`src/rtl/aes_key_sched_ctrl.sv`:
```
// AES-128 key-expansion sequencer: loads a cipher key, steps an external
// single-round key datapath NR times and serves the stored round keys.
module aes_key_sched_ctrl #(
   parameter int unsigned NR = 10
) (
   input  logic         clk_i,
   input  logic         rst_ni,
   input  logic [127:0] key_i,
   input  logic         key_valid_i,
   output logic         key_ready_o,
   input  logic         flush_i,
   output logic [127:0] step_key_o,
   output logic [7:0]   step_rcon_o,
   input  logic [127:0] step_key_i,
   input  logic [3:0]   rk_idx_i,
   output logic [127:0] rk_o,
   output logic         keys_valid_o,
   output logic         busy_o
);

   localparam int unsigned KEY_W  = 128;
   localparam int unsigned RCON_W = 8;
   localparam int unsigned IDX_W  = 4;
   localparam logic [IDX_W-1:0]  NR_L      = IDX_W'(NR);
   localparam logic [RCON_W-1:0] RCON_INIT = 8'h01;

   typedef enum logic [1:0] {
      ST_IDLE,
      ST_EXPAND,
      ST_DONE
   } state_e;

   state_e              state_q, state_d;
   logic [IDX_W-1:0]    rnd_q, rnd_d;
   logic [RCON_W-1:0]   rcon_q, rcon_d;
   logic [KEY_W-1:0]    cur_q, cur_d;
   logic                keys_valid_q, keys_valid_d;
   logic [KEY_W-1:0]    kmem_q [0:NR];
   logic [KEY_W-1:0]    kmem_d [0:NR];

   // GF(2^8) multiply-by-two used to advance Rcon
   function automatic logic [RCON_W-1:0] xtime(input logic [RCON_W-1:0] b);
      return {b[6:0], 1'b0} ^ (b[7] ? 8'h1b : 8'h00);
   endfunction

   // State registers
   always_ff @(posedge clk_i or negedge rst_ni) begin
      if (!rst_ni) begin
         state_q      <= ST_IDLE;
         rnd_q        <= '0;
         rcon_q       <= RCON_INIT;
         cur_q        <= '0;
         keys_valid_q <= 1'b0;
         kmem_q       <= '{default: '0};
      end else begin
         state_q      <= state_d;
         rnd_q        <= rnd_d;
         rcon_q       <= rcon_d;
         cur_q        <= cur_d;
         keys_valid_q <= keys_valid_d;
         kmem_q       <= kmem_d;
      end
   end

   // Next-state logic: flush overrides everything, including a same-cycle load
   always_comb begin
      state_d      = state_q;
      rnd_d        = rnd_q;
      rcon_d       = rcon_q;
      cur_d        = cur_q;
      keys_valid_d = keys_valid_q;
      kmem_d       = kmem_q;

      if (flush_i) begin
         state_d      = ST_IDLE;
         keys_valid_d = 1'b0;
         rnd_d        = '0;
         rcon_d       = RCON_INIT;
      end else begin
         unique case (state_q)
            ST_IDLE, ST_DONE: begin
               if (key_valid_i) begin
                  kmem_d[0]    = key_i;
                  cur_d        = key_i;
                  rnd_d        = IDX_W'(1);
                  rcon_d       = RCON_INIT;
                  keys_valid_d = 1'b0;
                  state_d      = ST_EXPAND;
               end
            end
            ST_EXPAND: begin
               kmem_d[rnd_q] = step_key_i;
               cur_d         = step_key_i;
               rcon_d        = xtime(rcon_q);
               rnd_d         = rnd_q + IDX_W'(1);
               if (rnd_q == NR_L) begin
                  state_d      = ST_DONE;
                  keys_valid_d = 1'b1;
               end
            end
            default: state_d = ST_IDLE;
         endcase
      end
   end

   // Outputs decoded from registered state; read port is combinational
   assign key_ready_o  = (state_q != ST_EXPAND);
   assign busy_o       = (state_q == ST_EXPAND);
   assign keys_valid_o = keys_valid_q;
   assign step_key_o   = cur_q;
   assign step_rcon_o  = rcon_q;
   assign rk_o         = (rk_idx_i <= NR_L) ? kmem_q[rk_idx_i] : '0;

endmodule
```
`config.mk`:
```
export PLATFORM = sky130hd
export DESIGN_NAME = aes_key_sched_ctrl
export DESIGN_NICKNAME = d
export VERILOG_FILES = /design/src/rtl/aes_key_sched_ctrl.sv
export SDC_FILE = /design/constraint.sdc
export NUM_CORES = 2
export LEC_CHECK = 0
export ABC_CLOCK_PERIOD_IN_PS = 3250
export CORE_MARGIN = 1
export CORE_UTILIZATION = 55
export DETAILED_ROUTE_END_ITERATION = 10
export MAX_ROUTING_LAYER = met4
export PLACE_DENSITY = 0.84
export SKIP_CTS_REPAIR_TIMING = 1
export SLEW_MARGIN = 10
export SYNTH_ARGS = -nofsm -noshare
export SYNTH_HDL_FRONTEND = slang
export SYNTH_SLANG_ARGS = --single-unit
export TNS_END_PERCENT = 50
```
`constraint.sdc`:
```
create_clock -name clk_i -period 3.25 [get_ports clk_i]
set_input_delay 0.4875 -clock clk_i [delete_from_list [all_inputs] [get_ports clk_i]]
set_output_delay 0.4875 -clock clk_i [all_outputs]
set_load 0.02 [all_outputs]
```
Word level (Yosys, flattened, before mapping). Index checks and enable logic that the tools add are counted.

Register bits after elaboration: 1551. Output and inout port bits: 267. Word-level logic and storage cells: 67.

$add $sub $neg: 1. $lt $le $gt $ge: 4. Equality and inequality tests: 7. Mux-type cells: 25. Bitwise logic cells: 4. Reduce and logical (&&, ||, !) cells: 10.

Operators by type and width (number): $bwmux 1408 (1); $mux 128 (5); $bmux 128 s4 (1); $demux 128 s4 (1); $pmux 128 s2 (2); $mux 8 (2); $pmux 8 s2 (1); $ge 5x5->1 const B (2); $not 4->5 (2); $mux 4 (2); $pmux 4 s2 (1); $xor 8x5->8 (1); $mux 2 (3); $reduce_and 2->1 (3); $reduce_and 3->1 (2); $lt 5x1->1 const B (1); $mux 5 (1); $add 4x1->4 const B (1); $eq 4x4->1 const B (1); $le 4x4->1 const B (1); $pmux 2 s2 (1); $mux 1 (3); $ne 3x2->1 const B (1); $ne 3x3->1 const B (1); other kinds (11) (11).

Logic depth before layout (Yosys ltp).
Word-level depth: 7. Mapped depth: 9. Mapped depth without buffers: 5.

Worst setup path after synthesis. Ideal clock, no wire load.

Path kind: input port to output port. Start: input port rk_idx_i[0]. End: output port rk_o[21]. Arrival: 2053 ps. Data required time: 2762 ps. Slack: 710 ps. Stages: 7. Path buffers: 4. Path through: buf_2 -> buf_4 -> nor2b_1 -> clkbuf_1 -> buf_1 -> a21oi_1 -> o21ai_0.

Cells in the longest elaborated chain, start to end: 5. Elaborated cells on any way between the ends: 6. Those cells by class: order compare (1); mux (4); bitwise (1).

RTL lines: from (decl) (line 15) `input logic [3:0] rk_idx_i,`; $not 4->5 (implied by the code) (line 112) `assign rk_o = (rk_idx_i <= NR_L) ? kmem_q[rk_idx_i] : '0;`; $bmux 128 s4 (line 112); $mux 128 (implied by the code) (2 in series) (line 112); $mux 128 (*) (line 112); to (decl) (line 16) `output logic [127:0] rk_o,`.

Mark *: on every way between the ends. The rest lies on a longest branch, timed or not. The select of a mux whose other input is x is not followed.

Final worst setup path.
Start: input port rk_idx_i[2]. End: output port rk_o[99].

Same word-level chain as after synthesis.

==> metrics.yaml <==
run_status:
  run_status: "completed"
logic_synthesis:
  yosysMostFrequentCell: "dfrtp_1"
  synth_top_area_share_pct: 54.7
  synth_edf_count: 0
  synth-seq-cells: 1551
  synth_cells: 5334
  ys_warn_count: 0
  async_reset_ff_share_pct: 100
  yosys-top-cells-count: "dfrtp_1, mux2_2, nand2_1"
  syn_area_sq_um: 70900
  synth_area_leaders: "dfrtp_1, mux2_2, mux2i_1"
  postSynthAreaPerCell_sq_um: 13.3
  synth_seq_area_share_pct: 54.8
  ys_types: 38
  synth_nets: 5602
  synth_flop_cell: "dfrtp_1"
  yosys.area.top_type: "dfrtp_1"
floorplan:
  dieArea_sq_um: 130000
  io_pins: 531
  core_sq_um: 128000
  start_util_pct: 55.5
  die_x_um: 361
  rows: 131
  fp.dieH_um: 361
final_layout:
  multiInputGateArea_sq_um: 29900
  regArea_sq_um: 38800
  final_cells: 7545
  n_fill_cell: 8497
  nets: 6022
  drive_above_1_share_pct: 35.1
  design_area_sq_um: 84700
  syn_to_final_growth_pct: 19.5
clock_tree:
  clk_pin_slew_worst_paths_ns: 0.06
  htree_levels: 4
  cts_max_path_buffers: 3
  numCtsBuffers: 158
  clock_latency_ns: 0.81
  cts_num_sinks: 1551
  clockRootBuffer: "clkbuf_16"
  cts_tree: "built"
timing:
  slew_violations: 0
  fin_ws_ns: 0.0366
  finClkSkew_ns: 0.0348
  hold_viol: 0
  setup_tns_ns: 0
  max_freq_mhz: 311
  finalCritPeriodShare_pct: 98.9
  min_period_ns: 3.21
  final-setup-viol-count: 0
  worst_pin_slew_ns: 1.01
  rsz0062_at_grt: "true"
  slew_headroom_pct: 32.9
worst_hold_path:
  hold_depth: 3
  min_path_type: "in2reg"
power:
  combPwrFrac_pct: 14.9
  swShare_pct: 26.4
  intPower_uw: 35200
  seqPwrFrac_pct: 46.5
  power-per-cell-area_nw_per_um2: 565
  p_sw_uw: 12600
  p_leak_uw: 0.0424
  peakVddDrop_v: 0.000447
  power_frac_clock_pct: 38.6
route:
  dr.pass1.iters: 6
  via_count: 47113
  wl_mm: 194
  via_per_inst: 6.24
  ant_nets: 0
  drc: 0
  wl_per_cell_um: 25.8
  drtIter0Drc: 4123
placed_design:
  placed_cells: 7254
  place_congestion: 0.833
  io_buffers: 530
  placed_cell_area_sq_um: 79100
  hpwl_mm: 119
  place_ws_ns: -0.109
setup_path:
  critPathKind: "in2out"
  crit_required_ns: 2.76
  crit_slowest_cell: "clkdlybuf4s50_1"
  crit_path_max_fanout: 51
  path_buf_inv: 4
  r2r_cells: 7
  critPathLaunchType: "primary input"
  slowest_delay_ns: 0.67
  critical-path-top-delay-family: "buffers and inverters"
  cp_data_arrival_time_ns: 2.73
  path_cells: "clkdlybuf4s50_1 > buf_4 > nor2_4 > buf_12 > a221oi_1 > o21ai_0 > o21ai_0 > clkdlybuf4s50_1"
  end_kind: "output pin"
  path_depth: 8
grt:
  grt_pass1_wl_mm: 301
  grt_usage_pct: 30.9
  antenna_found_initial: 6
  grt_max_degree: 181
  grt_pass1_vias: 50086
  overflow: 0
job:
  maxCapViolations: 0
==> registers in the layout (all words and copies together), names as in the netlist <==
register,cells
keys_valid_o,1
kmem_q,1408
rnd_q,4
state_q,2
step_key_o,128
step_rcon_o,8
==> kinds of logic (layout without fill, tap and decap cells) <==
kind of cell | count (synthesis) | after routing | share of synthesized area [%]
adders and majority gates | 4 | 4 | 0.0706
and+or+nand+nor | 674 | 674 | 3.66
other | 0 | 5 | 0
DFF | 1551 | 1551 | 54.8
buffers and inverters | 519 | 1063 | 3.35
xor gates and xnor gates | 3 | 3 | 0.0371
muxes | 1916 | 1916 | 32.4
AOI/OAI and AO/OA | 667 | 667 | 5.70
==> worst paths after layout <==
| path | from | to | slack (ns) |
|---|---|---|---|
| hold / removal | key_i[82] | step_key_o[82] | 0.26 |
| min in group asynchronous | rst_ni | step_key_o[57] | 0.38 |
| max in group asynchronous | rst_ni | kmem_q[541] | 1.80 |
| hold reg to reg | kmem_q[626] | kmem_q[626] | 0.50 |
| setup / recovery | rk_idx_i[2] | rk_o[99] | 0.04 |
| setup reg to reg | state_q[1] | kmem_q[1391] | 0.63 |
==> metrics by stage <==
stage          power [uW]  util [%]  hold WS (ns)
3_5_place_dp        29600      61.9         0.487
3_3_place_gp        29300      61.9         0.481
2_1_floorplan       26400         -         0.192
4_1_cts             48000      66.1        -0.295
5_1_grt             49400      66.3         0.256
6_report            47800      66.3         0.260
==> cells in the final DEF, fill, tap and decap left out, types with 3 or more instances in the layout <==
cell type,instances
clkbuf_8,37
a22o_1,6
clkinv_16,3
diode_2,5
xnor2_1,3
inv_1,4
nor2b_4,3
a21oi_1,130
clkbuf_16,161
clkdlybuf4s50_1,414
mux2i_1,384
a31oi_1,128
mux4_2,128
a221oi_1,126
dlymetal6s2s_1,101
ha_1,4
nand2_1,386
o22ai_1,4
buf_4,159
nor2_1,259
mux2_2,1288
o21ai_0,262
clkinv_8,4
nor2b_1,4
clkinv_2,29
inv_16,5
clkbuf_1,32
a2bb2oi_1,4
buf_12,92
dfrtp_1,1550
clkinvlp_4,5
nand3_4,9
bufinv_16,7
mux2_4,116
nor2_4,3
==> worst register-to-register path, stage by stage, from the launching register on <==
cell and delay [ns]:
dfrtp_1 0.38, nand2b_4 0.32, inv_6 0.19, buf_4 0.53, buf_4 0.56, nand2_1 0.17
nand2_1 0.22, mux2_4 0.19
==> area by class of cell <==
type	instances	area share, %
inverter	6	0.0355
tap	1662	2.46
antenna	5	0.0148
clock inverter	55	0.786
timing repair buffer	773	10.1
clock buffer	229	5.47
sequential	1551	45.8
multi-input combinational	3264	35.3
==> power by group through the flow <==
stage	clock [uW]	sequential, uW	combinational, uW
5_1_grt	19400	22400	7620
2_1_floorplan	0	22600	3810
3_3_place_gp	0	22400	6860
3_5_place_dp	0	22500	7050
4_1_cts	18700	22200	7130
6_report	18500	22300	7120
==> layer usage <==
metal,wire length [um],part of all wire [%],vias to the layer above,global-route usage [%]
met5,0,0,-,-
li1,-,-,20087,-
met2,94300,49,1913,49.0
met3,13600,7.0,371,5.03
met1,80400,41,24742,40.5
met4,5900,3.0,0,10.6
No activity file was read; power rests on OpenSTA's default activity.
